<file path="config.mk">
export PLATFORM = sky130hd
export DESIGN_NAME = uart_rx
export DESIGN_NICKNAME = d
export VERILOG_FILES = /design/src/rtl/uart_pkg.sv /design/src/rtl/uart_fifo.sv /design/src/rtl/uart_rx.sv
export SDC_FILE = /design/constraint.sdc
export NUM_CORES = 1
export LEC_CHECK = 0
export ABC_CLOCK_PERIOD_IN_PS = 3200
export CORE_ASPECT_RATIO = 1.1
export CORE_MARGIN = 4
export CORE_UTILIZATION = 32
export DETAILED_ROUTE_END_ITERATION = 12
export DONT_BUFFER_PORTS = 1
export GPL_TIMING_DRIVEN = 0
export PLACE_DENSITY = 0.53
export SLEW_MARGIN = 5
export SYNTH_ARGS = -nofsm -noshare
export SYNTH_HDL_FRONTEND = slang
export SYNTH_SLANG_ARGS = --single-unit
</file>
<file path="constraint.sdc">
create_clock -name clk -period 3.2 [get_ports clk]
set_input_delay 0.32 -clock clk [delete_from_list [all_inputs] [get_ports clk]]
set_output_delay 0.32 -clock clk [all_outputs]
set_load 0.02 [all_outputs]
</file>
<file path="src/rtl/uart_pkg.sv">
`default_nettype none
// ============================================================================
//  Module      : uart_pkg
//  Description : Shared definitions for the UART receiver: parity-mode
//                encodings, receiver FSM state enumeration and a small
//                helper that decodes whether a parity bit is present.
//  Revision    : 1.0 - initial release
// ============================================================================
package uart_pkg;

    // Parity-mode encodings as presented on the parity input
    localparam logic [1:0] c_PARITY_NONE  = 2'b00;
    localparam logic [1:0] c_PARITY_ODD   = 2'b01;
    localparam logic [1:0] c_PARITY_EVEN  = 2'b10;
    localparam logic [1:0] c_PARITY_NONE2 = 2'b11;

    // Receiver FSM states
    typedef enum logic [2:0] {
        S_IDLE   = 3'd0,
        S_START  = 3'd1,
        S_DATA   = 3'd2,
        S_PARITY = 3'd3,
        S_STOP   = 3'd4,
        S_BREAK  = 3'd5
    } uart_state_e;

    // True when the frame carries a parity bit
    function automatic logic parity_en(input logic [1:0] mode);
        return (mode == c_PARITY_ODD) || (mode == c_PARITY_EVEN);
    endfunction

endpackage
`default_nettype wire

</file>
<file path="src/rtl/uart_fifo.sv">
`default_nettype none
// ============================================================================
//  Module      : uart_fifo
//  Description : Receive FIFO with power-of-two depth. Head word is presented
//                combinationally (zero when empty); a push into a full FIFO is
//                accepted only if a pop happens on the same edge, otherwise it
//                is dropped and a one-cycle overrun pulse follows.
//  Revision    : 1.0 - initial release
// ============================================================================
module uart_fifo #(
    parameter int WIDTH = 10,
    parameter int DEPTH = 4
) (
    input  logic                     clk,
    input  logic                     rst,          // asynchronous, active-low
    input  logic                     i_push,
    input  logic [WIDTH-1:0]         i_push_data,
    input  logic                     i_ready,
    output logic [WIDTH-1:0]         o_head,
    output logic                     o_valid,
    output logic                     o_overrun,
    output logic [$clog2(DEPTH):0]   o_count
);

    localparam int c_AW    = $clog2(DEPTH);
    localparam int c_CNT_W = c_AW + 1;

    logic [WIDTH-1:0]   mem_q [DEPTH];
    logic [WIDTH-1:0]   mem_d [DEPTH];
    logic [c_AW-1:0]    wr_ptr_q, wr_ptr_d;
    logic [c_AW-1:0]    rd_ptr_q, rd_ptr_d;
    logic [c_CNT_W-1:0] count_q, count_d;
    logic               overrun_q, overrun_d;

    logic w_empty;
    logic w_full;
    logic w_pop;
    logic w_wr;

    assign w_empty = (count_q == '0);
    assign w_full  = (count_q == c_CNT_W'(DEPTH));
    assign w_pop   = i_ready && !w_empty;
    // A full FIFO still takes the word when the head leaves on the same edge
    assign w_wr    = i_push && (!w_full || w_pop);

    // Next-state for storage, pointers, occupancy and the overrun pulse
    always_comb begin
        mem_d     = mem_q;
        wr_ptr_d  = wr_ptr_q;
        rd_ptr_d  = rd_ptr_q;
        count_d   = count_q;
        overrun_d = i_push && w_full && !w_pop;
        if (w_wr) begin
            mem_d[wr_ptr_q] = i_push_data;
            wr_ptr_d        = wr_ptr_q + c_AW'(1);
        end
        if (w_pop) begin
            rd_ptr_d = rd_ptr_q + c_AW'(1);
        end
        case ({w_wr, w_pop})
            2'b10:   count_d = count_q + c_CNT_W'(1);
            2'b01:   count_d = count_q - c_CNT_W'(1);
            default: count_d = count_q;
        endcase
    end

    // State registers
    always_ff @(posedge clk or negedge rst) begin
        if (!rst) begin
            for (int i = 0; i < DEPTH; i++) begin
                mem_q[i] <= '0;
            end
            wr_ptr_q  <= '0;
            rd_ptr_q  <= '0;
            count_q   <= '0;
            overrun_q <= 1'b0;
        end else begin
            mem_q     <= mem_d;
            wr_ptr_q  <= wr_ptr_d;
            rd_ptr_q  <= rd_ptr_d;
            count_q   <= count_d;
            overrun_q <= overrun_d;
        end
    end

    assign o_head    = w_empty ? '0 : mem_q[rd_ptr_q];
    assign o_valid   = !w_empty;
    assign o_overrun = overrun_q;
    assign o_count   = count_q;

endmodule
`default_nettype wire

</file>
<file path="src/rtl/uart_rx.sv">
`default_nettype none
// ============================================================================
//  Module      : uart_rx
//  Description : Oversampling UART receiver. Synchronises rx, finds the start
//                bit on a falling edge, samples mid-bit with a programmable
//                tick divider, checks parity/stop and queues each received word
//                with its error flags into a small FIFO with RTS flow control.
//  Revision    : 1.0 - initial release
// ============================================================================
module uart_rx
    import uart_pkg::*;
#(
    parameter int MAX_BITS   = 8,
    parameter int OVERSAMPLE = 16,
    parameter int FIFO_DEPTH = 4,
    parameter int RTS_LEVEL  = FIFO_DEPTH - 1
) (
    input  logic                        clk,
    input  logic                        rst,        // asynchronous, active-low
    input  logic [15:0]                 divisor,
    input  logic [$clog2(MAX_BITS):0]   nbits,
    input  logic [1:0]                  parity,
    input  logic                        rx,
    output logic [MAX_BITS-1:0]         data,
    output logic                        valid,
    input  logic                        ready,
    output logic                        frame_err,
    output logic                        parity_err,
    output logic                        overrun,
    output logic                        rts
);

    localparam int c_NB_W   = $clog2(MAX_BITS) + 1;
    localparam int c_TICK_W = $clog2(OVERSAMPLE);
    localparam int c_WORD_W = MAX_BITS + 2;
    localparam int c_CNT_W  = $clog2(FIFO_DEPTH) + 1;

    localparam logic [c_NB_W-1:0]   c_NB_MIN = c_NB_W'(5);
    localparam logic [c_NB_W-1:0]   c_NB_MAX = c_NB_W'(MAX_BITS);
    localparam logic [c_TICK_W-1:0] c_HALF   = c_TICK_W'(OVERSAMPLE / 2 - 1);
    localparam logic [c_TICK_W-1:0] c_FULL   = c_TICK_W'(OVERSAMPLE - 1);

    // Line synchroniser and edge history
    logic rx_s1_q, rx_s2_q, rx_prev_q;

    // Frame state
    uart_state_e          state_q,      state_d;
    logic [15:0]          div_lat_q,    div_lat_d;
    logic [15:0]          div_cnt_q,    div_cnt_d;
    logic [c_NB_W-1:0]    nbits_lat_q,  nbits_lat_d;
    logic [1:0]           parity_lat_q, parity_lat_d;
    logic [c_TICK_W-1:0]  tick_cnt_q,   tick_cnt_d;
    logic [c_NB_W-1:0]    bit_cnt_q,    bit_cnt_d;
    logic [MAX_BITS-1:0]  word_q,       word_d;
    logic                 par_acc_q,    par_acc_d;
    logic                 par_err_q,    par_err_d;

    logic                 w_fall;
    logic                 w_tick;
    logic                 w_push;
    logic                 w_frame_err;
    logic [c_NB_W-1:0]    w_nbits_res;
    logic [c_WORD_W-1:0]  w_push_word;
    logic [c_WORD_W-1:0]  w_head;
    logic                 w_valid;
    logic                 w_overrun;
    logic [c_CNT_W-1:0]   w_count;

    assign w_fall      = rx_prev_q && !rx_s2_q;
    assign w_tick      = (state_q != S_IDLE) && (div_cnt_q == 16'd0);
    assign w_nbits_res = ((nbits < c_NB_MIN) || (nbits > c_NB_MAX)) ? c_NB_MAX : nbits;

    // Two-flop synchroniser plus one history flop for falling-edge detection
    always_ff @(posedge clk or negedge rst) begin
        if (!rst) begin
            rx_s1_q   <= 1'b1;
            rx_s2_q   <= 1'b1;
            rx_prev_q <= 1'b1;
        end else begin
            rx_s1_q   <= rx;
            rx_s2_q   <= rx_s1_q;
            rx_prev_q <= rx_s2_q;
        end
    end

    // Tick divider: restarts from the live divisor at start detection, then
    // reloads from the latched copy each time it expires
    always_comb begin
        div_cnt_d = div_cnt_q;
        if ((state_q == S_IDLE) && w_fall) begin
            div_cnt_d = divisor;
        end else if (state_q != S_IDLE) begin
            div_cnt_d = (div_cnt_q == 16'd0) ? div_lat_q : div_cnt_q - 16'd1;
        end
    end

    // Receiver FSM next-state, sampling and push generation
    always_comb begin
        state_d      = state_q;
        div_lat_d    = div_lat_q;
        nbits_lat_d  = nbits_lat_q;
        parity_lat_d = parity_lat_q;
        tick_cnt_d   = tick_cnt_q;
        bit_cnt_d    = bit_cnt_q;
        word_d       = word_q;
        par_acc_d    = par_acc_q;
        par_err_d    = par_err_q;
        w_push       = 1'b0;
        w_frame_err  = 1'b0;
        case (state_q)
            S_IDLE: begin
                if (w_fall) begin
                    state_d      = S_START;
                    div_lat_d    = divisor;
                    nbits_lat_d  = w_nbits_res;
                    parity_lat_d = parity;
                    tick_cnt_d   = '0;
                    bit_cnt_d    = '0;
                    word_d       = '0;
                    par_acc_d    = 1'b0;
                    par_err_d    = 1'b0;
                end
            end
            S_START: begin
                if (w_tick) begin
                    if (tick_cnt_q == c_HALF) begin
                        tick_cnt_d = '0;
                        // Line back high at mid-start: treat as noise
                        state_d    = rx_s2_q ? S_IDLE : S_DATA;
                    end else begin
                        tick_cnt_d = tick_cnt_q + c_TICK_W'(1);
                    end
                end
            end
            S_DATA: begin
                if (w_tick) begin
                    if (tick_cnt_q == c_FULL) begin
                        tick_cnt_d = '0;
                        for (int i = 0; i < MAX_BITS; i++) begin
                            if (bit_cnt_q == c_NB_W'(i)) begin
                                word_d[i] = rx_s2_q;
                            end
                        end
                        par_acc_d = par_acc_q ^ rx_s2_q;
                        bit_cnt_d = bit_cnt_q + c_NB_W'(1);
                        if (bit_cnt_q == nbits_lat_q - c_NB_W'(1)) begin
                            state_d = parity_en(parity_lat_q) ? S_PARITY : S_STOP;
                        end
                    end else begin
                        tick_cnt_d = tick_cnt_q + c_TICK_W'(1);
                    end
                end
            end
            S_PARITY: begin
                if (w_tick) begin
                    if (tick_cnt_q == c_FULL) begin
                        tick_cnt_d = '0;
                        par_err_d  = (parity_lat_q == c_PARITY_ODD) ?
                                     !(par_acc_q ^ rx_s2_q) : (par_acc_q ^ rx_s2_q);
                        state_d    = S_STOP;
                    end else begin
                        tick_cnt_d = tick_cnt_q + c_TICK_W'(1);
                    end
                end
            end
            S_STOP: begin
                if (w_tick) begin
                    if (tick_cnt_q == c_FULL) begin
                        tick_cnt_d  = '0;
                        w_push      = 1'b1;
                        w_frame_err = !rx_s2_q;
                        // A low stop bit that stays low is a line break
                        state_d     = rx_s2_q ? S_IDLE : S_BREAK;
                    end else begin
                        tick_cnt_d = tick_cnt_q + c_TICK_W'(1);
                    end
                end
            end
            S_BREAK: begin
                if (rx_s2_q) begin
                    state_d = S_IDLE;
                end
            end
            default: begin
                state_d = S_IDLE;
            end
        endcase
    end

    // Frame state registers
    always_ff @(posedge clk or negedge rst) begin
        if (!rst) begin
            state_q      <= S_IDLE;
            div_lat_q    <= '0;
            div_cnt_q    <= '0;
            nbits_lat_q  <= '0;
            parity_lat_q <= '0;
            tick_cnt_q   <= '0;
            bit_cnt_q    <= '0;
            word_q       <= '0;
            par_acc_q    <= 1'b0;
            par_err_q    <= 1'b0;
        end else begin
            state_q      <= state_d;
            div_lat_q    <= div_lat_d;
            div_cnt_q    <= div_cnt_d;
            nbits_lat_q  <= nbits_lat_d;
            parity_lat_q <= parity_lat_d;
            tick_cnt_q   <= tick_cnt_d;
            bit_cnt_q    <= bit_cnt_d;
            word_q       <= word_d;
            par_acc_q    <= par_acc_d;
            par_err_q    <= par_err_d;
        end
    end

    // Word layout in the FIFO: {data, frame_err, parity_err}
    assign w_push_word = {word_q, w_frame_err, par_err_q};

    uart_fifo #(
        .WIDTH (c_WORD_W),
        .DEPTH (FIFO_DEPTH)
    ) u_fifo (
        .clk         (clk),
        .rst         (rst),
        .i_push      (w_push),
        .i_push_data (w_push_word),
        .i_ready     (ready),
        .o_head      (w_head),
        .o_valid     (w_valid),
        .o_overrun   (w_overrun),
        .o_count     (w_count)
    );

    assign data       = w_head[c_WORD_W-1:2];
    assign frame_err  = w_head[1];
    assign parity_err = w_head[0];
    assign valid      = w_valid;
    assign overrun    = w_overrun;
    assign rts        = (w_count < c_CNT_W'(RTS_LEVEL));

endmodule
`default_nettype wire

</file>
[Word level (Yosys, flattened, before mapping)]
Index checks and enable logic that the tools add are counted.
Word-level totals
  bits in registers: 110
  bits of input ports: 26
  output and inout bits: 13
  logic and storage cells: 187
Operators by class
  add/sub/neg operators: 8
  $lt $le $gt $ge: 6
  equal/unequal tests: 40
  multiplexer cells: 62
  bitwise operators: 3
  reduce and logical (&&, ||, !) cells: 40
Operator list (count)
  $mux 16: 3
  $bwmux 40: 1
  $mux 10: 4
  $reduce_and 5->1: 8
  $mux 3: 13
  $ne 2x2->1 const B: 19
  $mux 4: 8
  $mux 8: 3
  $bmux 10 s2: 1
  $demux 10 s2: 1
  $eq 4x3->1 const B: 5
  $mux 1: 20
  $pmux 3 s6: 1
  $logic_not 16->1: 1
  $pmux 8 s2: 1
  $sub 16x1->16 const B: 1
  $pmux 4 s3: 1
  $reduce_and 4->1: 3
  $reduce_and 11->1: 1
  $eq 3x3->1 const B: 3
  $add 4x1->4 const B: 2
  $eq 4x2->1 const B: 2
  $logic_and 1x1->1: 8
  $pmux 4 s2: 1
  30 further kinds: 48

[Logic depth before layout (Yosys ltp)]
  word-level depth: 7
  depth in mapped cells: 12
  gate-level depth less buffers: 12

[By module]
From an unflattened synthesis, not the netlist that was laid out.
Second synthesis, totals
  cells, all modules: 571
  area, all modules: 5738.0 um2
Modules (own cells, without submodules)
  uart_rx: times used 1, cells each 426, area an instance 3505.9 um2, seq. area each 1555.2 um2
  uart_fifo: times used 1, cells each 145, area an instance 2232.1 um2, seq. area each 1201.2 um2

[Worst setup path after synthesis]
No wires, ideal clock.
  kind: register to register
  start: register div_cnt_q[0]
  end: register u_fifo.count_q[1], in the netlist u_fifo.o_count[1]
  library setup time: 0.083 ns
  arrival: 2.246 ns
  data required time: 3.117 ns
  setup slack: 0.872 ns
  stages on the path, launching flop included: 11
  buffers on the path: 0
  period minus slack after synthesis: 2.328 ns
  path through: dfrtp_1 > inv_1 > ha_1 > nor3b_2 > nand4_2 > nor3_4 > nand2_1 > ha_1 > inv_1 > fa_1 > o21ai_0
Between the ends
  word-level cells in the longest chain between the ends: 7
  elaborated cells on any way between the ends: 9
  those cells by class: eq/ne (2); mux (3); reduce/logical (4)
RTL lines
  from (decl): line uart_rx.sv:49  | logic [15:0] div_cnt_q, div_cnt_d;
  from (signal assigned): line uart_rx.sv:206  | div_cnt_q <= div_cnt_d;
  $logic_not 16->1 *: line uart_rx.sv:70  | assign w_tick = (state_q != S_IDLE) && (div_cnt_q == 16'd0);
  $logic_and 1x1->1 *: line uart_rx.sv:70
  $mux 1 *: line uart_rx.sv:167  | if (w_tick) begin
  $mux 1 *: line uart_rx.sv:110  | case (state_q)
  $logic_and 1x1->1 *: line uart_fifo.sv:44  | assign w_wr = i_push && (!w_full || w_pop);
  $eq 2x1->1 / $eq 2x2->1 (equally long branches): line uart_fifo.sv:60  | case ({w_wr, w_pop})
  $pmux 3 s2 / $reduce_bool 2->1 (equally long branches)
  to (signal assigned): line uart_fifo.sv:81  | count_q <= count_d;
  to (decl): line uart_fifo.sv:32  | logic [c_CNT_W-1:0] count_q, count_d;
Mark *: on every way between the ends. The rest lies on a longest branch, timed or not.
A chain may end at the register's enable or synchronous reset.

[Worst setup path after layout]
Ends and elaborated chain as after synthesis.

==> results.cfg <==
[timing]
tns_ns = 0
post-route-period-util_pct = 88.4
relSlewSlack_pct = 48.7
setup-violations-final = 0
slew_viol_final = 0
fmax_mhz = 354
rsz0062_at_grt = no
finClkSkew_ns = 0.0102
hold_viol = 0
period_needed_ns = 2.83
worst_slew_pin_slew_ns = 0.766

[logic_synthesis]
synth_simple_gate_area_share_pct = 19.5
yosys_warnings = 0
synth_seq_cells = 110
synthXorXnorAreaFrac_pct = 2.51
ys_types = 59
synth_compound_area_share_pct = 11.4
synth_seq_area_share_pct = 47.7
syn_nets = 612
synth_mux_area_share_pct = 12.0
syn_avg_cell_area_um2 = 10.1
synth_fa_ha_area_share_pct = 3.16
ys.flop_type = dfrtp_1
synth_top_family_by_area = simple AND/OR/NAND/NOR gates
syn-cell-area_um2 = 5770
async_reset_ff_share_pct = 100
syn_inst = 572
synth_edf_count = 0

[detailed_routing]
drt_iter0_drc = 174
routed_wl_um = 13400
vias = 4222
detail-route-antenna-nets = 0
drc = 0
post_drt_wl_per_cell_um = 16.2
drt-pass1-iter-count = 4
viasPerCell = 5.09

[worst_setup_path]
rr_startpoint = div_cnt_q[0]
cp.required_ns = 3.47
r2r_slack_ns = 0.37
startpoint = div_cnt_q[0]
slowest_delay_ns = 0.43
rr_worst_depth = 10
crit_arrival_ns = 3.10
cp_cell_sequence = inv_1, ha_1, nor3b_2, nand4_2, nor3_4, nand2_1, ha_1, inv_1, fa_1, o21ai_0
cp-start-kind = flop
crit_cells = 10
critPathCaptureType = flop
critPathSlowestCell = dfrtp_1
r2r-end = u_fifo.o_count[1]
critPathTopFamily = simple AND/OR/NAND/NOR gates
crit_path_max_fanout = 6
path_class = flop to flop
worst-path-buf-inv = 2

[worst_hold_path]
hold_path.class = input pin to flop
min_to = div_lat_q[5]
min_path_cells = 2
hold_start = divisor[5]

[final_layout]
finalNonFillerCells = 829
area_growth_pct = 10.8
fillers = 1855
num_antenna_cells = 0
multi_input_area_um2 = 2810
fin_nets = 626
regArea_um2 = 2760
layout-drive-gt1-share_pct = 9.14

[global_route]
grt_util_met1_pct = 18.2
met3_usage_pct = 3.04
grt_busiest_layer = met2
use_met2_pct = 23.9
gr-usage-all-layers_pct = 14.1
grt-ovfl-total = 0
grt_max_degree = 111
grt_pass1_vias = 4339
grt_pass1_wl_um = 22700
antenna_found_initial = 0

[floorplan]
initial_utilization_pct = 32.6
die_area_um2 = 20300
core_um2 = 17700
die_w_um = 136
die-height_um = 149
rows = 51
ioPinCount = 39

[clock_tree]
cts_tree = done
holdBufCountCts = 3
clkSlewWorstSetupHoldPaths_ns = 0.08
ctsResizeCount = 0
cts_buffers = 9
cts_root_buf = clkbuf_16
postCtsSetupBuffers = 0
clk_path_buf_depth = 2
clk_latency_ns = 0.36
h-tree-depth = 3
cts_num_sinks = 110

[job]
max-cap-violations = 0

[placement]
hpwl_um = 9490
placed_cells = 810
finalWeightedCongestion = 0.912
port-buffer-count = 0

[pwr]
pwr_density_cell_nw_per_um2 = 597
total_leakage_power_nw = 2.94
ir_drop_v = 0.000377

[outcome]
status = complete, no violations
## worst max-delay path by stage
stage,endpoint,slack (ns)
global route,u_fifo.o_count[2],0.11
floorplan,u_fifo.o_count[1],0.87
detailed placement,u_fifo.o_count[1],0.36
global placement,u_fifo.o_count[2],0.41
finish,u_fifo.o_count[1],0.37
CTS,u_fifo.o_count[1],0.34
## cell usage after synthesis, drive strengths merged, types with 9 or more instances
| cell | count | area, µm² |
|---|---|---|
| nand2 | 112 | 420 |
| dfrtp | 107 | 2680 |
| o21ai | 42 | 210 |
| mux2 | 36 | 405 |
| a21oi | 28 | 140 |
| nor2 | 26 | 100 |
| inv | 19 | 71.3 |
| nor3 | 16 | 96.4 |
| clkbuf | 15 | 56.3 |
| ha | 13 | 163 |
| buf | 12 | 83.8 |
| and2 | 11 | 68.8 |
| mux4 | 10 | 225 |
| nand3 | 10 | 50.1 |
| and3 | 9 | 56.3 |
| nor4 | 9 | 108 |
## routing by layer
layer | up-vias | wire (µm) | part of all wire (%)
li1 | 2039 | - | -
met1 | 2093 | 5940 | 44
met2 | 77 | 6760 | 50
met3 | 13 | 569 | 4.2
met4 | 0 | 173 | 1.3
met5 | - | 0 | 0
## layout by cell type (no fill, tap or decap), types with 4 or more instances in the layout
cell         n
a211oi_1     5
a21oi_1     28
a31oi_1      8
and2_1      11
and3_1       9
buf_2        7
buf_6        4
clkbuf_1    16
clkbuf_16    9
dfrtp_1    107
ha_1        13
inv_1       19
inv_6        4
mux2_1      36
mux2i_1      6
mux4_2      10
nand2_1    112
nand3_1     10
nor2_1      25
nor3_1      14
nor4_1       5
o211ai_1     5
o21a_1       6
o21ai_0     42
o31ai_1      5
or3_1        8
xnor2_1      8
xor2_1       6
## flip-flops by register name, summed over array words and instances (netlist names), 2 cells and up
signal and flops:
word_q 8, u_fifo.o_count 3, div_lat_q 16, bit_cnt_q 4
tick_cnt_q 4, nbits_lat_q 4, div_cnt_q 16, u_fifo.wr_ptr_q 2
u_fifo.rd_ptr_q 2, parity_lat_q 2, u_fifo.mem_q 40, state_q 3
## cell type report
type	count	area share, %
Tap cell	238	4.65
Buffer	27	2.19
Clock inverter	6	0.802
Sequential cell	110	43.1
Clock buffer	10	3.58
Multi-Input combinational cell	416	43.9
Inverter	19	1.11
Timing Repair Buffer	3	0.743
## logic make-up after synthesis
kind of cell / Yosys count
compound gates: 112
xor+xnor: 15
fa+ha+maj: 14
buf+inv: 46
flops: 110
mux: 52
simple gates: 223
## power by group
group / internal, W / total (W) / switching, W
logic: 0.000375 / 0.000884 / 0.000509
clock network: 0.000542 / 0.00109 / 0.000544
registers: 0.00162 / 0.00185 / 0.000232
## metrics by stage
step | hold slack, ns | util, % | setup slack, ns | power [W] | cell area, µm²
after floorplan | 0.0244 | - | 0.872 | 0.00250 | 5770
after global placement | 0.0275 | 34.2 | 0.411 | 0.00271 | 6070
after detailed placement | 0.0279 | 34.2 | 0.361 | 0.00273 | 6070
after CTS | 0.0541 | 36.1 | 0.340 | 0.00387 | 6400
after global routing | 0.0528 | 36.1 | 0.109 | 0.00409 | 6400
final | 0.0688 | 36.1 | 0.373 | 0.00382 | 6400
(Power assumes the default switching activity.)
==> variant, RTL diff (same settings) <==
`FIFO_DEPTH`: 4 -> 8.
--- a/src/rtl/uart_rx.sv
+++ b/src/rtl/uart_rx.sv
@@ -12,7 +12,7 @@
 #(
     parameter int MAX_BITS   = 8,
     parameter int OVERSAMPLE = 16,
-    parameter int FIFO_DEPTH = 4,
+    parameter int FIFO_DEPTH = 8,
     parameter int RTS_LEVEL  = FIFO_DEPTH - 1
 ) (
     input  logic                        clk,
Check against the original RTL: same outputs for any inputs over 10 cycles, from zero or initial values and one cycle with rst low; that may be too few to reach the edited logic, so the function may still have changed.
==> variant against the unedited design <==
- the run now ends with negative hold slack left
- core utilization rose by 1.1 points
- routed wire length increased by 39%
- final area rose by 38%
- sequential share of layout area increased by 0.43 points
- clock skew is essentially flat
- worst setup slack lost 190 ps
- synthesized area grew 34%
- total power grew 62%
- sequential cell count up 43
==> variant: results (changes against the unedited design) <==
* Endpoints failing hold at 153 (+153)
* Initial antenna violation count at 1 (+1)
* Adder-Cell Fraction of Synth Area at 0.02103 (-0.01061)
* Worst Hold Slack at -413.7 ps (-482.6 ps)
* Met2 usage at 0.2405 (+0.001875)
* Status: finished, violations left
* Metal-1 WL at 8.568 mm (+44%)
* Global-route usage over all layers at 0.1454 (+0.004472)
* Pleak at 3.998 nW (+36%)
* P_clk at 2.02 mW (+85%)
* Fmax at 331.7 MHz (-6.2%)
* Gate power share at 0.249 (+0.018)
* Hold Path Class: primary input to asynchronous set/reset pin
* Sequential-to-total area share from yosys stat at 0.4954 (+0.01803)
* Met2 WL post-DR at 9.076 mm (+34%)
* Failing checks: negative hold slack
* Slew headroom at 0.3288 (-0.1587)
* GRT met1 Usage at 0.1910 (+0.009028)
* Clk_lat worst skew at 430 ps (+70 ps)
* Vias/cell at 5.169 (+1.5%)
* Pre-CTS WS at -23.34 ps (-384.8 ps)
* Register-to-register setup slack at 190 ps (-190 ps)
* First-pass GRT wire length at 30.39 mm (+34%)
* Largest net degree at the start of global routing at 154 (+39%)
* Arr. time, crit path at 3320 ps (+220 ps)
variant: final cells by class:
cell class              instances  area, um2  area share
plain buffers                  31      141.4     0.01605
multi-input cells             475       3696      0.4195
clock buffers                  19      452.9     0.05141
diodes                          1      2.502   0.0002841
inverters                      21      83.83    0.009516
clock inverters                13      131.4     0.01491
flip-flops and latches        153       3832      0.4350
repair buffers                  9      87.58    0.009942
well taps                     305      381.6     0.04332
variant: repair_timing:
item,in CTS,in global routing
setup endpoints to repair,1,1
pin swaps,0,1
hold endpoints to repair,161,153
setup buffers,0,1
gates resized for setup,1,3
variant: cell families after synthesis:
family,Yosys count
XOR/XNOR,22
AO/OA/AOI/OAI,108
multiplexers,119
adder cells (fa/ha/maj),13
flip-flops,153
buffers and inverters,52
AND/OR/NAND/NOR,213
variant: metrics by stage:
step	total power, mW	std cells	instance area, um2
global placement	4.158	985	8118
detailed placement	4.189	985	8118
finish	6.189	1027	8810
global route	6.549	1027	8810
CTS	6.244	1025	8791
floorplan	3.767	680	7736
